[src/rtl/four_to_two_encoder.sv]
`default_nettype none
// ============================================================================
// Module      : four_to_two_encoder
// Description : Registered 4-to-2 encoder with request queuing. Request
//               strobes are collected as pending bits and served one binary
//               index at a time over a valid/ready handshake. The selection
//               policy is fixed-priority (highest index) or round-robin.
// Revision    : 1.0 - initial release
// ============================================================================
module four_to_two_encoder #(
  parameter int ROUND_ROBIN = 0
) (
  input  logic       clk,
  input  logic       rst,
  input  logic [3:0] in,
  output logic [1:0] out,
  output logic       out_valid,
  input  logic       out_ready,
  output logic [3:0] pending,
  output logic       overrun
);

  typedef enum logic [0:0] {
    IDLE    = 1'b0,
    PRESENT = 1'b1
  } state_t;

  state_t     state;
  state_t     state_next;
  logic [1:0] last;
  logic [1:0] last_next;
  logic [1:0] sel;
  logic [1:0] out_next;
  logic [3:0] sel_onehot;
  logic [3:0] pending_next;
  logic       load;
  logic       overrun_next;

  // Selection looks only at the registered pending set, never at this cycle's strobes.
  generate
    if (ROUND_ROBIN != 0) begin : g_round_robin
      // Scan from last+1 upward; scanning in reverse lets the first hit overwrite later ones.
      always_comb begin
        sel = last;
        for (int k = 4; k >= 1; k--) begin
          if (pending[last + 2'(k)]) begin
            sel = last + 2'(k);
          end
        end
      end
    end else begin : g_fixed_priority
      // Highest set bit wins: later iterations override lower indices.
      always_comb begin
        sel = 2'b00;
        for (int i = 0; i < 4; i++) begin
          if (pending[i]) begin
            sel = 2'(i);
          end
        end
      end
    end
  endgenerate

  // Next-state, load decision, pending merge and overrun detection.
  always_comb begin
    state_next = state;
    out_next   = out;
    last_next  = last;
    sel_onehot = 4'b0000;
    load       = 1'b0;

    case (state)
      IDLE: begin
        if (|pending) begin
          load = 1'b1;
        end
      end
      PRESENT: begin
        if (out_ready) begin
          if (|pending) begin
            load = 1'b1;
          end else begin
            state_next = IDLE;
          end
        end
      end
      default: begin
        state_next = IDLE;
      end
    endcase

    if (load) begin
      sel_onehot = 4'b0001 << sel;
      out_next   = sel;
      last_next  = sel;
      state_next = PRESENT;
    end

    // A strobe landing on the bit being served re-queues it (set wins).
    pending_next = (pending & ~sel_onehot) | in;
    overrun_next = |(in & pending & ~sel_onehot);
  end

  // State and datapath registers with synchronous reset.
  always_ff @(posedge clk) begin
    if (rst) begin
      state   <= IDLE;
      out     <= 2'b00;
      last    <= 2'b11;
      pending <= 4'b0000;
      overrun <= 1'b0;
    end else begin
      state   <= state_next;
      out     <= out_next;
      last    <= last_next;
      pending <= pending_next;
      overrun <= overrun_next;
    end
  end

  assign out_valid = (state == PRESENT);

endmodule
`default_nettype wire

[config.mk]
export PLATFORM = sky130hd
export DESIGN_NAME = four_to_two_encoder
export DESIGN_NICKNAME = d
export VERILOG_FILES = /design/src/rtl/four_to_two_encoder.sv
export SDC_FILE = /design/constraint.sdc
export NUM_CORES = 1
export LEC_CHECK = 0
export CAP_MARGIN = 20
export CORE_MARGIN = 5
export CORE_UTILIZATION = 25
export CTS_BUF_LIST = sky130_fd_sc_hd__clkbuf_8 sky130_fd_sc_hd__clkbuf_16
export CTS_CLUSTER_SIZE = 12
export DETAILED_ROUTE_END_ITERATION = 10
export HOLD_SLACK_MARGIN = 0.02
export PLACE_DENSITY_LB_ADDON = 0.15
export SYNTH_ARGS = -nofsm -noshare
export SYNTH_HDL_FRONTEND = slang
export SYNTH_SLANG_ARGS = --single-unit
[constraint.sdc]
create_clock -name clk -period 1.42 [get_ports clk]
set_input_delay 0.142 -clock clk [delete_from_list [all_inputs] [get_ports clk]]
set_output_delay 0.142 -clock clk [all_outputs]
set_load 0.01 [all_outputs]
# Yosys cells after proc, flatten, opt, wreduce, memory -nomap -nowiden
# Index checks and enable logic that the tools add are counted.
# word_totals
ff_bits	8
input_bits	7
wordCells	23
# op_classes
shift	1
n_mux	10
bitwise	6
reduce_logical	2
# ops
op	count
4-bit bitwise AND	3
4-bit OR reduction	2
1-bit 2-to-1 mux	6
2-bit 2-to-1 mux	2
4-bit 2-to-1 mux	1
4-bit NOT	1
4-bit OR	1
1-bit by 2-bit << shifter with 4-bit output (first input constant)	1
1-bit one-hot mux with 2 select lines	1
1-bit NOT	1

# Longest topological paths before layout
# logic_depth
word_depth	8
depth_mapped	4

# Least setup slack after synthesis
# No wires, ideal clock.
# synth_path
kind	flip-flop to flip-flop
start	reg pending[3]
end	reg overrun
setup_time_ps	140
arrival_ps	1073
required_ps	1280
slack_ps	207
stages_incl_launch_ff	5
path_buffers	1
path_cell_list	dfxtp_1 buf_6 or3_4 o211ai_2 a41oi_1
# synth_via
elab_chain_cells	8
word_cells_on_any_way	11
cone_classes	shift: 1; mux: 5; bitwise: 3; reduce/logical: 2
# synth_rtl
item	line_no	text
start: declaration	19	output logic [3:0] pending,
start signal: assignment	116	pending <= pending_next;
4-bit OR reduction	74, 80	
1-bit 2-to-1 mux	74, 80	
1-bit 2-to-1 mux	79	if (out_ready) begin
1-bit one-hot mux with 2 select lines	72	case (state)
4-bit 2-to-1 mux	92	if (load) begin
4-bit NOT	101	overrun_next = |(in & pending & ~sel_onehot);
4-bit bitwise AND *	101	
4-bit OR reduction *	101	
end signal: assignment	117	overrun <= overrun_next;
end: declaration	20	output logic overrun
# Every way passes the cells marked *; elsewhere a longest branch is shown, timed or not.
# A chain may end at the register's enable or synchronous reset.

# Final worst setup path
# layout_path
start	reg pending[3]
end	out pending[3]
# No word-level cell between the ends.

==> impl_metrics.yaml <==
synthesis:
  synth.distinct_cells: 19
  synth_top_area_share: 0.4491
  muxShareOfSynthArea: 0
  ys_seq_elements: 8
  syn_area_um2: 356.6
  synth_compound_area_frac: 0.3193
  synth_top_family_by_area: "compound AO/OA/AOI/OAI gates"
  synth_common_cells: "8 x dfxtp_1, 7 x a21oi_1, 5 x o21ai_0"
  yosysMostFrequentCell: "dfxtp_1"
  netlist_instances: 39
  synth_top_area_cell: "dfxtp_1"
  synthFlopType: "dfxtp_1"
  synth-simple-area-share: 0.1439
  synth_edf_count: 0
  yosys.area_share.xor_xnor: 0
  ys_seq_area_frac: 0.4491
  synth_area_per_cell_um2: 9.143
  async_flop_share: 0
  synth_fa_ha_area_frac: 0
  ys_warn_count: 0
  synth_nets: 46
  yosys-top-cells-area: "dfxtp_1 45%, a21oi_1 9.8%, o21ai_0 7.0%, nor2b_1 3.5%, nor4_2 3.5%"
global_routing:
  grt_pass1_vias: 297
  antenna_found_initial: 0
  grt_start_max_net_pins: 11
  grt_pass1_wl_um: 1207
  grt-ovfl-total: 0
  track_usage: 0.07669
worst_hold_path:
  hp-class: "flop to flop"
  worstHoldPathCells: 2
power_and_ir_drop:
  leakage_nw: 0.2183
  intPower_uw: 494.5
  ir_drop_mv: 0.6018
  power_uw: 638.0
  pwr-share-seq: 0.410
  switching_share: 0.2250
  p_per_area_mw_per_mm2: 1148
  p_sw_uw: 143.6
  clkPwrFrac: 0.415
  pwr-share-comb: 0.175
clock_network:
  cts_hold_buffers: 0
  insertion_delay_ns: 0.23
  cts_resized: 1
  cts_buffer_depth: 2
  clk_pin_slew_ns: 0.04
  clock_sinks: 8
  cts_root_buf: "clkbuf_8"
  cts_tree: "yes"
  h-tree-depth: 1
  postCtsSetupBuffers: 0
  cts_buffers: 3
finish:
  nets: 64
  syn_to_final_growth_pct: 55.79
  drive_above_1_share: 0.1636
  antenna_cells: 0
  fin_area_um2: 555.5
detailed_routing:
  drt_iter0_markers: 4
  wl_um: 765
  wire_per_inst_um: 10.93
  dr.pass1.iters: 4
  ant_nets: 0
  routed_via_density: 4.929
  vias: 345
  drc: 0
critical_path:
  required_ns: 1.28
  cp_slowest_cell: "clkdlybuf4s50_1"
  reg2reg_depth: 4
  path_class: "flop to output pin"
  start_kind: "flop"
  cp_top_family: "buffers and inverters"
  critical_path_cell_count: 1
  crit_path_end_kind: "output pin"
  worstPathCellList: "clkdlybuf4s50_1"
  critPathMaxStageDelay_ns: 0.58
  worstPathArrival_ns: 1.23
  worst-path-buf-inv: 1
  path_max_fanout: 6
timing:
  slew_headroom: 0.7969
  setup_viol_count_final: 0
  fin_skew_ns: 0.004105
  worst_slew_pin_slew_ns: 0.3008
  clock.fmax_mhz: 730.0
  hold_violations: 0
  slew_violations: 0
  min_period_ns: 1.370
  rsz0062_at_grt: "false"
  hold_ws_ns: 0.4771
  post-route-period-util: 0.9647
placed_design:
  place_congestion: 0.6813
  port_buffers: 14
  placed_area_um2: 510.5
  place_hpwl_um: 582.9
die:
  core_area_mm2: 0.001318
  ioPinCount: 15
  initial_core_util: 0.2707
  rows: 13
  die-area_mm2: 0.002282
  fp.dieW_um: 47.77
  fp.dieH_um: 47.77
run:
  max_cap_violations: 0
outcome:
  status: "complete, no violations"
stage by stage:
stage | cells | TNS [ns] | worst slack, ns | util
2_1_floorplan | 39 | 0 | 0.2073 | -
3_3_place_gp | 67 | 0 | 0.05190 | 0.3875
3_5_place_dp | 67 | -0.003522 | -0.003522 | 0.3875
4_1_cts | 70 | 0 | 0.04348 | 0.4198
5_1_grt | 70 | 0 | 0.01908 | 0.4217
6_report | 70 | 0 | 0.05019 | 0.4217
final timing paths:
kind,slack [ns],startpoint,endpoint
worst max-delay path,0.05,pending[3],pending[3]
worst min-delay path,0.48,out[1],out[1]
worst max register to register,0.24,out_valid,overrun
worst min register to register,0.48,out[1],out[1]
power groups by stage:
stage	logic (mW)	registers, mW	clock network, mW
finish	0.112	0.262	0.265
global route	0.123	0.265	0.286
CTS	0.113	0.262	0.276
detailed placement	0.113	0.265	0
global placement	0.114	0.265	0
floorplan	0.0472	0.270	0
cells by family (layout without fill, tap and decap cells):
logic type | Yosys count | in the layout
AOI/OAI and AO/OA | 18 | 18
and+or+nand+nor | 7 | 7
buffers and inverters | 6 | 22
DFF | 8 | 8
layer usage:
metal / wire length, um / global-route usage / vias to the layer above
met5: 0 / 0 / -
met3: 87 / 0.05639 / 0
met2: 312 / 0.09763 / 15
li1: - / - / 177
met4: 0 / 0.01613 / 0
met1: 366 / 0.1031 / 153
cells in the final DEF, fill, tap and decap left out, drive strengths merged, types with 2 or more instances in the layout:
cell and count:
o211ai 2, clkdlybuf4s50 13, dfxtp 8, a21oi 7, inv 3, clkbuf 3
nor2b 2, o21ai 5, buf 2
cell type report:
class                   count  area, um2
clock buffers               3      41.29
fillers                   131      762.0
inverters                   3      11.26
multi-input cells          25      165.2
flip-flops and latches      8      161.4
well taps                  15      18.77
repair buffers             16      157.7
worst min-delay path, delay by kind of cell (launching register included):
family | cells | cell delay, ns
flip-flops | 1 | 0.30
AO/OA/AOI/OAI | 2 | 0.12
registers in the layout, summed over array words and instances, names as in the netlist:
signal	cells
pending	4
out	2
out_valid	1
overrun	1
Note: power is estimated with default switching activity, not from simulation.
